`src/rtl/round_ctrl_if.sv`:
```
// round_ctrl_if: frame/touch/hit inputs and round status outputs of the round controller
interface round_ctrl_if;
  logic       frame_tick;
  logic       start;
  logic       touch_lady;
  logic       kong_hit;
  logic       game_en;
  logic [1:0] lives;
  logic       donkey_win;
  logic       kong_win;
  logic       round_end;
  modport master (
    output frame_tick, start, touch_lady, kong_hit,
    input  game_en, lives, donkey_win, kong_win, round_end
  );
  modport slave (
    input  frame_tick, start, touch_lady, kong_hit,
    output game_en, lives, donkey_win, kong_win, round_end
  );
endinterface

```
`src/rtl/round_ctrl.sv`:
```
// round_ctrl: round FSM tracking Donkey lives, win confirmation and result hold
module round_ctrl #(
  parameter int LIVES         = 3,
  parameter int HOLD_FRAMES   = 4,
  parameter int INVULN_FRAMES = 60,
  parameter int RESULT_FRAMES = 180
) (
  input logic clk,
  input logic rst,
  round_ctrl_if.slave i_bus
);
  localparam int HW = $clog2(HOLD_FRAMES + 1);
  localparam int IW = $clog2(INVULN_FRAMES + 1);
  localparam int RW = $clog2(RESULT_FRAMES + 1);
  localparam logic [HW-1:0] HOLD_LAST   = HW'(HOLD_FRAMES - 1);
  localparam logic [HW-1:0] HOLD_MAX    = HW'(HOLD_FRAMES);
  localparam logic [IW-1:0] INVULN_INIT = IW'(INVULN_FRAMES);
  localparam logic [RW-1:0] RESULT_LAST = RW'(RESULT_FRAMES - 1);
  localparam logic [RW-1:0] RESULT_MAX  = RW'(RESULT_FRAMES);
  localparam logic [1:0]    LIVES_INIT  = 2'(LIVES);
  typedef enum logic [1:0] {IDLE, PLAY, RESULT} state_t;
  state_t r_state, w_state;
  logic [HW-1:0] r_hold_cnt, w_hold_cnt;
  logic [IW-1:0] r_invuln_cnt, w_invuln_cnt;
  logic [RW-1:0] r_result_cnt, w_result_cnt;
  logic [1:0] r_lives, w_lives;
  logic r_donkey_win, w_donkey_win;
  logic r_kong_win, w_kong_win;
  logic r_round_end, w_round_end;
  logic r_game_en, w_game_en;
  logic w_start, w_win, w_hit, w_kong;
  // A confirmed Donkey win pre-empts a hit arriving on the same cycle
  assign w_start = r_state == IDLE && i_bus.start;
  assign w_win   = r_state == PLAY && i_bus.touch_lady && i_bus.frame_tick && r_hold_cnt == HOLD_LAST;
  assign w_hit   = r_state == PLAY && i_bus.kong_hit && r_invuln_cnt == '0 && !w_win;
  assign w_kong  = w_hit && r_lives == 2'd1;
  // State and all registered outputs/counters; reset aborts any round without a result
  always_ff @(posedge clk) begin
    if (!rst) begin
      r_state      <= IDLE;
      r_hold_cnt   <= '0;
      r_invuln_cnt <= '0;
      r_result_cnt <= '0;
      r_lives      <= LIVES_INIT;
      r_donkey_win <= 1'b0;
      r_kong_win   <= 1'b0;
      r_round_end  <= 1'b0;
      r_game_en    <= 1'b0;
    end else begin
      r_state      <= w_state;
      r_hold_cnt   <= w_hold_cnt;
      r_invuln_cnt <= w_invuln_cnt;
      r_result_cnt <= w_result_cnt;
      r_lives      <= w_lives;
      r_donkey_win <= w_donkey_win;
      r_kong_win   <= w_kong_win;
      r_round_end  <= w_round_end;
      r_game_en    <= w_game_en;
    end
  end
  // Next state: start opens a round, either win closes it, result timeout returns to idle
  always_comb begin
    w_state = r_state;
    if (w_start) w_state = PLAY;
    if (w_win || w_kong) w_state = RESULT;
    if (r_state == RESULT && i_bus.frame_tick && r_result_cnt == RESULT_LAST) w_state = IDLE;
  end
  // Next values of counters and outputs; counters saturate or clear, never wrap
  always_comb begin
    w_hold_cnt   = (r_state != PLAY || !i_bus.touch_lady) ? '0 :
                   (i_bus.frame_tick && r_hold_cnt != HOLD_MAX) ? r_hold_cnt + HW'(1) : r_hold_cnt;
    w_invuln_cnt = (r_state == IDLE) ? '0 : w_hit ? INVULN_INIT :
                   (r_state == PLAY && i_bus.frame_tick && r_invuln_cnt != '0) ? r_invuln_cnt - IW'(1) : r_invuln_cnt;
    w_result_cnt = (r_state != RESULT) ? '0 :
                   (i_bus.frame_tick && r_result_cnt != RESULT_MAX) ? r_result_cnt + RW'(1) : r_result_cnt;
    w_lives      = w_start ? LIVES_INIT : w_hit ? r_lives - 2'd1 : r_lives;
    w_donkey_win = w_start ? 1'b0 : r_donkey_win | w_win;
    w_kong_win   = w_start ? 1'b0 : r_kong_win | w_kong;
    w_round_end  = w_win | w_kong;
    w_game_en    = w_state == PLAY;
  end
  assign i_bus.game_en    = r_game_en;
  assign i_bus.lives      = r_lives;
  assign i_bus.donkey_win = r_donkey_win;
  assign i_bus.kong_win   = r_kong_win;
  assign i_bus.round_end  = r_round_end;
endmodule
```
`src/flat_wrapper.sv`:
```
// flat-port wrapper written by rule: the top's interface ports become plain ports
module round_ctrl_flat 
#(
  parameter int LIVES         = 3,
  parameter int HOLD_FRAMES   = 4,
  parameter int INVULN_FRAMES = 60,
  parameter int RESULT_FRAMES = 180
)
  (clk, rst, i_bus_frame_tick, i_bus_start, i_bus_touch_lady, i_bus_kong_hit, i_bus_game_en, i_bus_lives, i_bus_donkey_win, i_bus_kong_win, i_bus_round_end);
  round_ctrl_if i_bus_i ();
  input logic clk;
  input logic rst;
  input wire logic [$bits(i_bus_i.frame_tick)-1:0] i_bus_frame_tick;
  input wire logic [$bits(i_bus_i.start)-1:0] i_bus_start;
  input wire logic [$bits(i_bus_i.touch_lady)-1:0] i_bus_touch_lady;
  input wire logic [$bits(i_bus_i.kong_hit)-1:0] i_bus_kong_hit;
  output wire logic [$bits(i_bus_i.game_en)-1:0] i_bus_game_en;
  output wire logic [$bits(i_bus_i.lives)-1:0] i_bus_lives;
  output wire logic [$bits(i_bus_i.donkey_win)-1:0] i_bus_donkey_win;
  output wire logic [$bits(i_bus_i.kong_win)-1:0] i_bus_kong_win;
  output wire logic [$bits(i_bus_i.round_end)-1:0] i_bus_round_end;
  assign i_bus_i.frame_tick = i_bus_frame_tick;
  assign i_bus_i.start = i_bus_start;
  assign i_bus_i.touch_lady = i_bus_touch_lady;
  assign i_bus_i.kong_hit = i_bus_kong_hit;
  assign i_bus_game_en = i_bus_i.game_en;
  assign i_bus_lives = i_bus_i.lives;
  assign i_bus_donkey_win = i_bus_i.donkey_win;
  assign i_bus_kong_win = i_bus_i.kong_win;
  assign i_bus_round_end = i_bus_i.round_end;
  round_ctrl #(.LIVES(LIVES), .HOLD_FRAMES(HOLD_FRAMES), .INVULN_FRAMES(INVULN_FRAMES), .RESULT_FRAMES(RESULT_FRAMES)) u_core (.clk(clk), .rst(rst), .i_bus(i_bus_i));
endmodule
```
`config.mk`:
```
export PLATFORM = sky130hd
export DESIGN_NAME = round_ctrl_flat
export DESIGN_NICKNAME = d
export VERILOG_FILES = /design/src/rtl/round_ctrl_if.sv /design/src/rtl/round_ctrl.sv /design/src/flat_wrapper.sv
export SDC_FILE = /design/constraint.sdc
export NUM_CORES = 1
export LEC_CHECK = 0
export ABC_AREA = 1
export CAP_MARGIN = 20
export CORE_MARGIN = 2
export CORE_UTILIZATION = 45
export DETAILED_ROUTE_END_ITERATION = 8
export HOLD_SLACK_MARGIN = 0.08
export PLACE_DENSITY = 0.67
export SYNTH_ARGS = -nofsm -noshare
export SYNTH_HDL_FRONTEND = slang
export SYNTH_SLANG_ARGS = --single-unit
```
`constraint.sdc`:
```
create_clock -name clk -period 2.84 [get_ports clk]
set_input_delay 0.71 -clock clk [delete_from_list [all_inputs] [get_ports clk]]
set_output_delay 0.71 -clock clk [all_outputs]
set_load 0.02 [all_outputs]
```
==> impl_metrics.json, run 1 <==
{
  "outcome": "complete, but fails checks",
  "violations": "design-rule violations",
  "first_pass_iters": 6,
  "route.final.wire_length_um": 2552,
  "cp-start-kind": "flip-flop",
  "io_buffers": 11,
  "setup_viol": 0,
  "reg2reg_to": "u_core.r_invuln_cnt[5]",
  "cp-startpoint": "u_core.i_bus.lives[0]",
  "synthCells": 197,
  "cp_cell_sequence": "clkdlybuf4s50_1",
  "dpl.hpwl_um": 1967,
  "r2r-start": "u_core.r_hold_cnt[0]",
  "drv_cap": 0,
  "ys_ff_latch": 25,
  "path_buf_inv": 1,
  "fmax_mhz": 489.0,
  "fp.dieW_um": 58.95,
  "cp.arrival_ns": 1.34,
  "power.density_nw_per_um2": 390.8,
  "grt_pass1_vias": 1069,
  "htree_levels": 1,
  "synth_top_flop_cell": "dfxtp_1",
  "grt_overflow": 0,
  "post_cts_buffers": 0,
  "leakagePower_nw": 0.6692,
  "tritoncts": "yes",
  "cts_root_buf": "clkbuf_4",
  "ant_nets": 0,
  "min_path_type": "reg2reg",
  "ctsHoldBuffers": 0,
  "cp_max_fo": 3,
  "endpoint_kind": "output port",
  "drive_above_1_share_pct": 8.057,
  "core_region_area_um2": 2805,
  "syn_area_per_cell_um2": 6.897,
  "clock_sinks": 25,
  "finalClockSkew_ns": 0.002994,
  "antenna_cells": 0,
  "final_common_cell": "nand2_1",
  "num_rows": 19,
  "finalHoldViolCount": 0,
  "drtIter0Drc": 47,
  "num_vias": 1203,
  "drc": 1,
  "r2r_cells": 10,
  "critPathKind": "reg2out",
  "die_area_um2": 3475,
  "synth-seq-area-share_pct": 36.83,
  "yosysWarnings": 0,
  "required_ns": 2.13,
  "cts_buffer_depth": 2,
  "num_io_pins": 12,
  "ir_drop_uv": 214.8,
  "die_h_um": 58.95,
  "finalSetupTns_ns": 0,
  "start_util_pct": 48.44,
  "num-nets-final": 226,
  "grt_max_degree": 14,
  "synth_fp_nets": 211,
  "final_cell_mix": "nand2_1, inv_1, nor2_1, dfxtp_1, nand3_1",
  "synth_edf_count": 0,
  "antenna_found_initial": 0,
  "crit_slowest_cell": "clkdlybuf4s50_1",
  "synthDistinctLibCells": 26,
  "relSlewSlack_pct": 66.94,
  "power_mw": 0.5951,
  "cts_resized": 0,
  "track_usage_pct": 15.94,
  "cp-endpoint": "i_bus_lives[0]",
  "synth.cell_area_um2": 1359,
  "drt-wirelength-per-cell_um": 10.55,
  "vias_per_cell": 4.971,
  "grt_pass1_wl_um": 4298,
  "clock_latency_ns": 0.32,
  "period_share_pct": 72.01,
  "cpPeakStageDelay_ns": 0.62,
  "path_delay_family": "buffers and inverters",
  "final_max_slew_viol_count": 0,
  "async_flop_share_pct": 0,
  "gp_congestion": 0.8106,
  "syn_to_final_growth_pct": 12.06,
  "cp_num_cells": 1,
  "final.min_clock_period_ns": 2.045,
  "cts_buffers": 3,
  "clkTransAtPathRegs_ns": 0.14,
  "tightest_slew_ns": 0.4959,
  "rsz0062_at_grt": "false",
  "reg2reg_setup_slack_ns": 1.35
}
cell families (layout without fill, tap and decap cells):
| group | after synthesis | count (layout) | synth area share (%) |
|---|---|---|---|
| DFF | 25 | 25 | 36.83 |
| adders and majority gates | 8 | 8 | 7.367 |
| AOI/OAI and AO/OA | 27 | 27 | 11.79 |
| and+or+nand+nor | 100 | 100 | 32.87 |
| buffers and inverters | 36 | 50 | 10.50 |
| xor gates and xnor gates | 1 | 1 | 0.6447 |
routing by layer:
layer	track usage [%]	routed length (um)
met1	19.65	1227
met2	27.78	1190
met3	1.978	103
met4	6.818	30
met5	0	0
synth_stat cells (3+ instances only):
| cell type | count | area share [%] |
|---|---|---|
| nor2_1 | 31 | 8.6 |
| ha_1 | 8 | 7.4 |
| dfxtp_1 | 25 | 37 |
| inv_1 | 32 | 8.8 |
| nand3_1 | 16 | 5.9 |
| a21oi_1 | 14 | 5.2 |
| nand3_2 | 4 | 2.9 |
| inv_2 | 3 | 0.83 |
| nand2_1 | 41 | 11 |
| o21ai_1 | 4 | 1.5 |
report_power, final:
group          internal, mW  total (mW)  switching, mW
Sequential            0.357       0.362        0.00492
Combinational        0.0282      0.0692         0.0410
Clock                0.0550       0.164          0.109
state kept, by name (all words and copies together), names as in the netlist:
signal and count:
u_core.i_bus.donkey_win 1, u_core.r_result_cnt 8, u_core.i_bus.round_end 1, u_core.i_bus.game_en 1, u_core.r_state 2, u_core.r_hold_cnt 3
u_core.i_bus.kong_win 1, u_core.i_bus.lives 2, u_core.r_invuln_cnt 6
area by class of cell:
cell class / count / area, um2
fill: 295 / 1282
multi-input combinational: 136 / 715.7
sequential: 25 / 500.5
inverter: 35 / 131.4
timing repair buffer: 11 / 110.1
tap: 31 / 38.79
clock buffer: 4 / 26.28
per-stage QoR:
step | cell area [um2] | setup WS, ns | cells | hold slack, ns | utilization (%)
global placement | 1496 | 0.7342 | 238 | 0.4393 | 53.35
detailed placement | 1496 | 0.6899 | 238 | 0.4535 | 53.35
global route | 1523 | 0.7203 | 242 | 0.5085 | 54.28
finish | 1523 | 0.7949 | 242 | 0.4721 | 54.28
floorplan | 1359 | 1.448 | 197 | 0.4430 | -
CTS | 1523 | 0.7639 | 242 | 0.4738 | 54.28
worst min path at each step:
stage,start,to,slack (ns),cells after the start
final,u_core.i_bus.kong_win,u_core.i_bus.kong_win,0.47,2
after global routing,u_core.r_invuln_cnt[0],u_core.r_invuln_cnt[0],0.51,2
after CTS,u_core.r_invuln_cnt[0],u_core.r_invuln_cnt[0],0.47,2
after detailed placement,u_core.r_invuln_cnt[0],u_core.r_invuln_cnt[0],0.45,2
after global placement,u_core.i_bus.kong_win,u_core.i_bus.kong_win,0.44,2
after floorplan,u_core.r_invuln_cnt[0],u_core.r_invuln_cnt[0],0.44,2
Note: power is estimated with default switching activity, not from simulation.
==> inputs of run 2 (changes only) <==
- clock period: 2.84 -> 2 ns (I/O delays scaled with it)
==> impl_metrics.json, run 2 (same netlist as run 1, synthesis figures left out) <==
{
  "outcome": "complete, but fails checks",
  "violations": "design-rule violations",
  "start_util_pct": 48.44,
  "io_buffers": 11,
  "num_vias": 1197,
  "num_io_pins": 12,
  "drc": 1,
  "gp_congestion": 0.8131,
  "num_rows": 19,
  "power.density_nw_per_um2": 547.4,
  "fp.dieW_um": 58.95,
  "tightest_slew_ns": 0.4835,
  "grt_pass1_wl_um": 4560,
  "multi_input_area_um2": 715.7,
  "critPathKind": "reg2out",
  "num-nets-final": 227,
  "drive_above_1_share_pct": 8.491,
  "tritoncts": "yes",
  "leakagePower_nw": 0.6740,
  "cp-start-kind": "flip-flop",
  "min_path_cells": 2,
  "drv_cap": 0,
  "clock_latency_ns": 0.31,
  "grt_max_degree": 14,
  "required_ns": 1.50,
  "finalSetupTns_ns": 0,
  "cp_cell_sequence": "clkdlybuf4s50_1",
  "core_region_area_um2": 2805,
  "r2r_cells": 10,
  "vias_per_cell": 4.926,
  "finalClockSkew_ns": 0.001385,
  "fillers": 294,
  "ctsHoldBuffers": 0,
  "endpoint_kind": "output port",
  "ant_nets": 0,
  "antenna_found_initial": 0,
  "intPower_mw": 0.6263,
  "post_cts_buffers": 0,
  "drt-wirelength-per-cell_um": 10.37,
  "drtIter0Drc": 51,
  "path_buf_inv": 1,
  "syn_to_final_growth_pct": 12.62,
  "antenna_cells": 0,
  "dpl.hpwl_um": 2002,
  "regMostFlops": "u_core.r_result_cnt",
  "grt_overflow": 0,
  "rsz0062_at_grt": "false",
  "first_pass_iters": 8,
  "min_path_type": "reg2reg",
  "finalHoldViolCount": 0,
  "grt_pass1_vias": 1157,
  "die_area_um2": 3475,
  "largestRegisters": "u_core.r_result_cnt (8), u_core.r_invuln_cnt (6), u_core.r_hold_cnt (3)",
  "cp_num_cells": 1,
  "placed_area_um2": 1504,
  "final.min_clock_period_ns": 1.818,
  "final_cell_mix": "nand2_1, inv_1, nor2_1, dfxtp_1, nand3_1",
  "p_seq_share_pct": 61.4,
  "final_common_cell": "nand2_1",
  "clkPwrFrac_pct": 26.7,
  "cts_buffers": 3,
  "area.sequential_um2": 500.5,
  "cp_max_fo": 3,
  "final_max_slew_viol_count": 0,
  "clkTransAtPathRegs_ns": 0.13,
  "die_h_um": 58.95,
  "largest_reg_flops": 8,
  "cpPeakStageDelay_ns": 0.62,
  "setup_viol": 0,
  "cp.arrival_ns": 1.32,
  "clock_sinks": 25,
  "period_share_pct": 90.90,
  "fmax_mhz": 550.0,
  "cts_buffer_depth": 2,
  "cts_root_buf": "clkbuf_4",
  "htree_levels": 1,
  "track_usage_pct": 16.73,
  "cts_resized": 0,
  "relSlewSlack_pct": 67.76,
  "ir_drop_uv": 242.8,
  "stdcell_area_um2": 1530,
  "crit_slowest_cell": "clkdlybuf4s50_1",
  "p_comb_share_pct": 11.9,
  "p_switching_mw": 0.2113,
  "netSwitchingFraction_pct": 25.22,
  "route.final.wire_length_um": 2521,
  "path_delay_family": "buffers and inverters"
}
## run 2: worst reg2reg max path, cell delays in order (launching register included)
cell,delay (ns)
dfxtp_1,0.35
ha_1,0.21
ha_1,0.18
nand2_1,0.06
inv_1,0.05
nand3_2,0.11
nand3_2,0.20
nand2_1,0.11
nor2_1,0.04
nor2_1,0.08
nor2_1,0.04
## run 2: layout make-up
type,instances,share of cell area [%]
timing repair buffer,12,7.686
tap,31,2.535
clock buffer,4,1.717
multi-input combinational,136,46.77
sequential,25,32.71
inverter,35,8.585
## run 2: through the flow
stage | setup slack, ns | power [mW] | hold WS (ns) | util (%) | std cells
finish | 0.1819 | 0.8376 | 0.4640 | 54.55 | 243
CTS | 0.1523 | 0.8518 | 0.4696 | 54.55 | 243
floorplan | 0.6689 | 0.5919 | 0.4430 | - | 197
global route | 0.1030 | 0.8908 | 0.5082 | 54.55 | 243
detailed placement | 0.05919 | 0.6252 | 0.4503 | 53.61 | 239
global placement | 0.1079 | 0.6233 | 0.4394 | 53.61 | 239
## run 2: metal layers
layer	track usage, %	vias to the layer above	wire (um)
li1	-	652	-
met4	6.169	0	36
met5	0	-	0
met1	20.05	529	1204
met2	29.68	12	1203
met3	2.857	4	77
## run 2: power by group through the flow
stage / Combinational (mW) / Clock (mW) / Sequential, mW
after floorplan: 0.0628 / 0 / 0.529
final: 0.0999 / 0.224 / 0.514
after CTS: 0.101 / 0.237 / 0.514
after global routing: 0.115 / 0.261 / 0.516
after detailed placement: 0.100 / 0 / 0.525
after global placement: 0.0985 / 0 / 0.525
## run 2: final timing paths
kind / from / endpoint / slack (ns)
worst min register to register: u_core.i_bus.kong_win / u_core.i_bus.kong_win / 0.46
worst max-delay path: u_core.i_bus.lives[0] / i_bus_lives[0] / 0.18
worst min-delay path: u_core.i_bus.kong_win / u_core.i_bus.kong_win / 0.46
worst max register to register: u_core.r_hold_cnt[0] / u_core.r_invuln_cnt[5] / 0.50
==> inputs of run 3 (changes only) <==
- TNS_END_PERCENT: default -> 5
==> results of run 3 <==
Same layout as run 2: the final DEF is identical, and so are final timing and power.
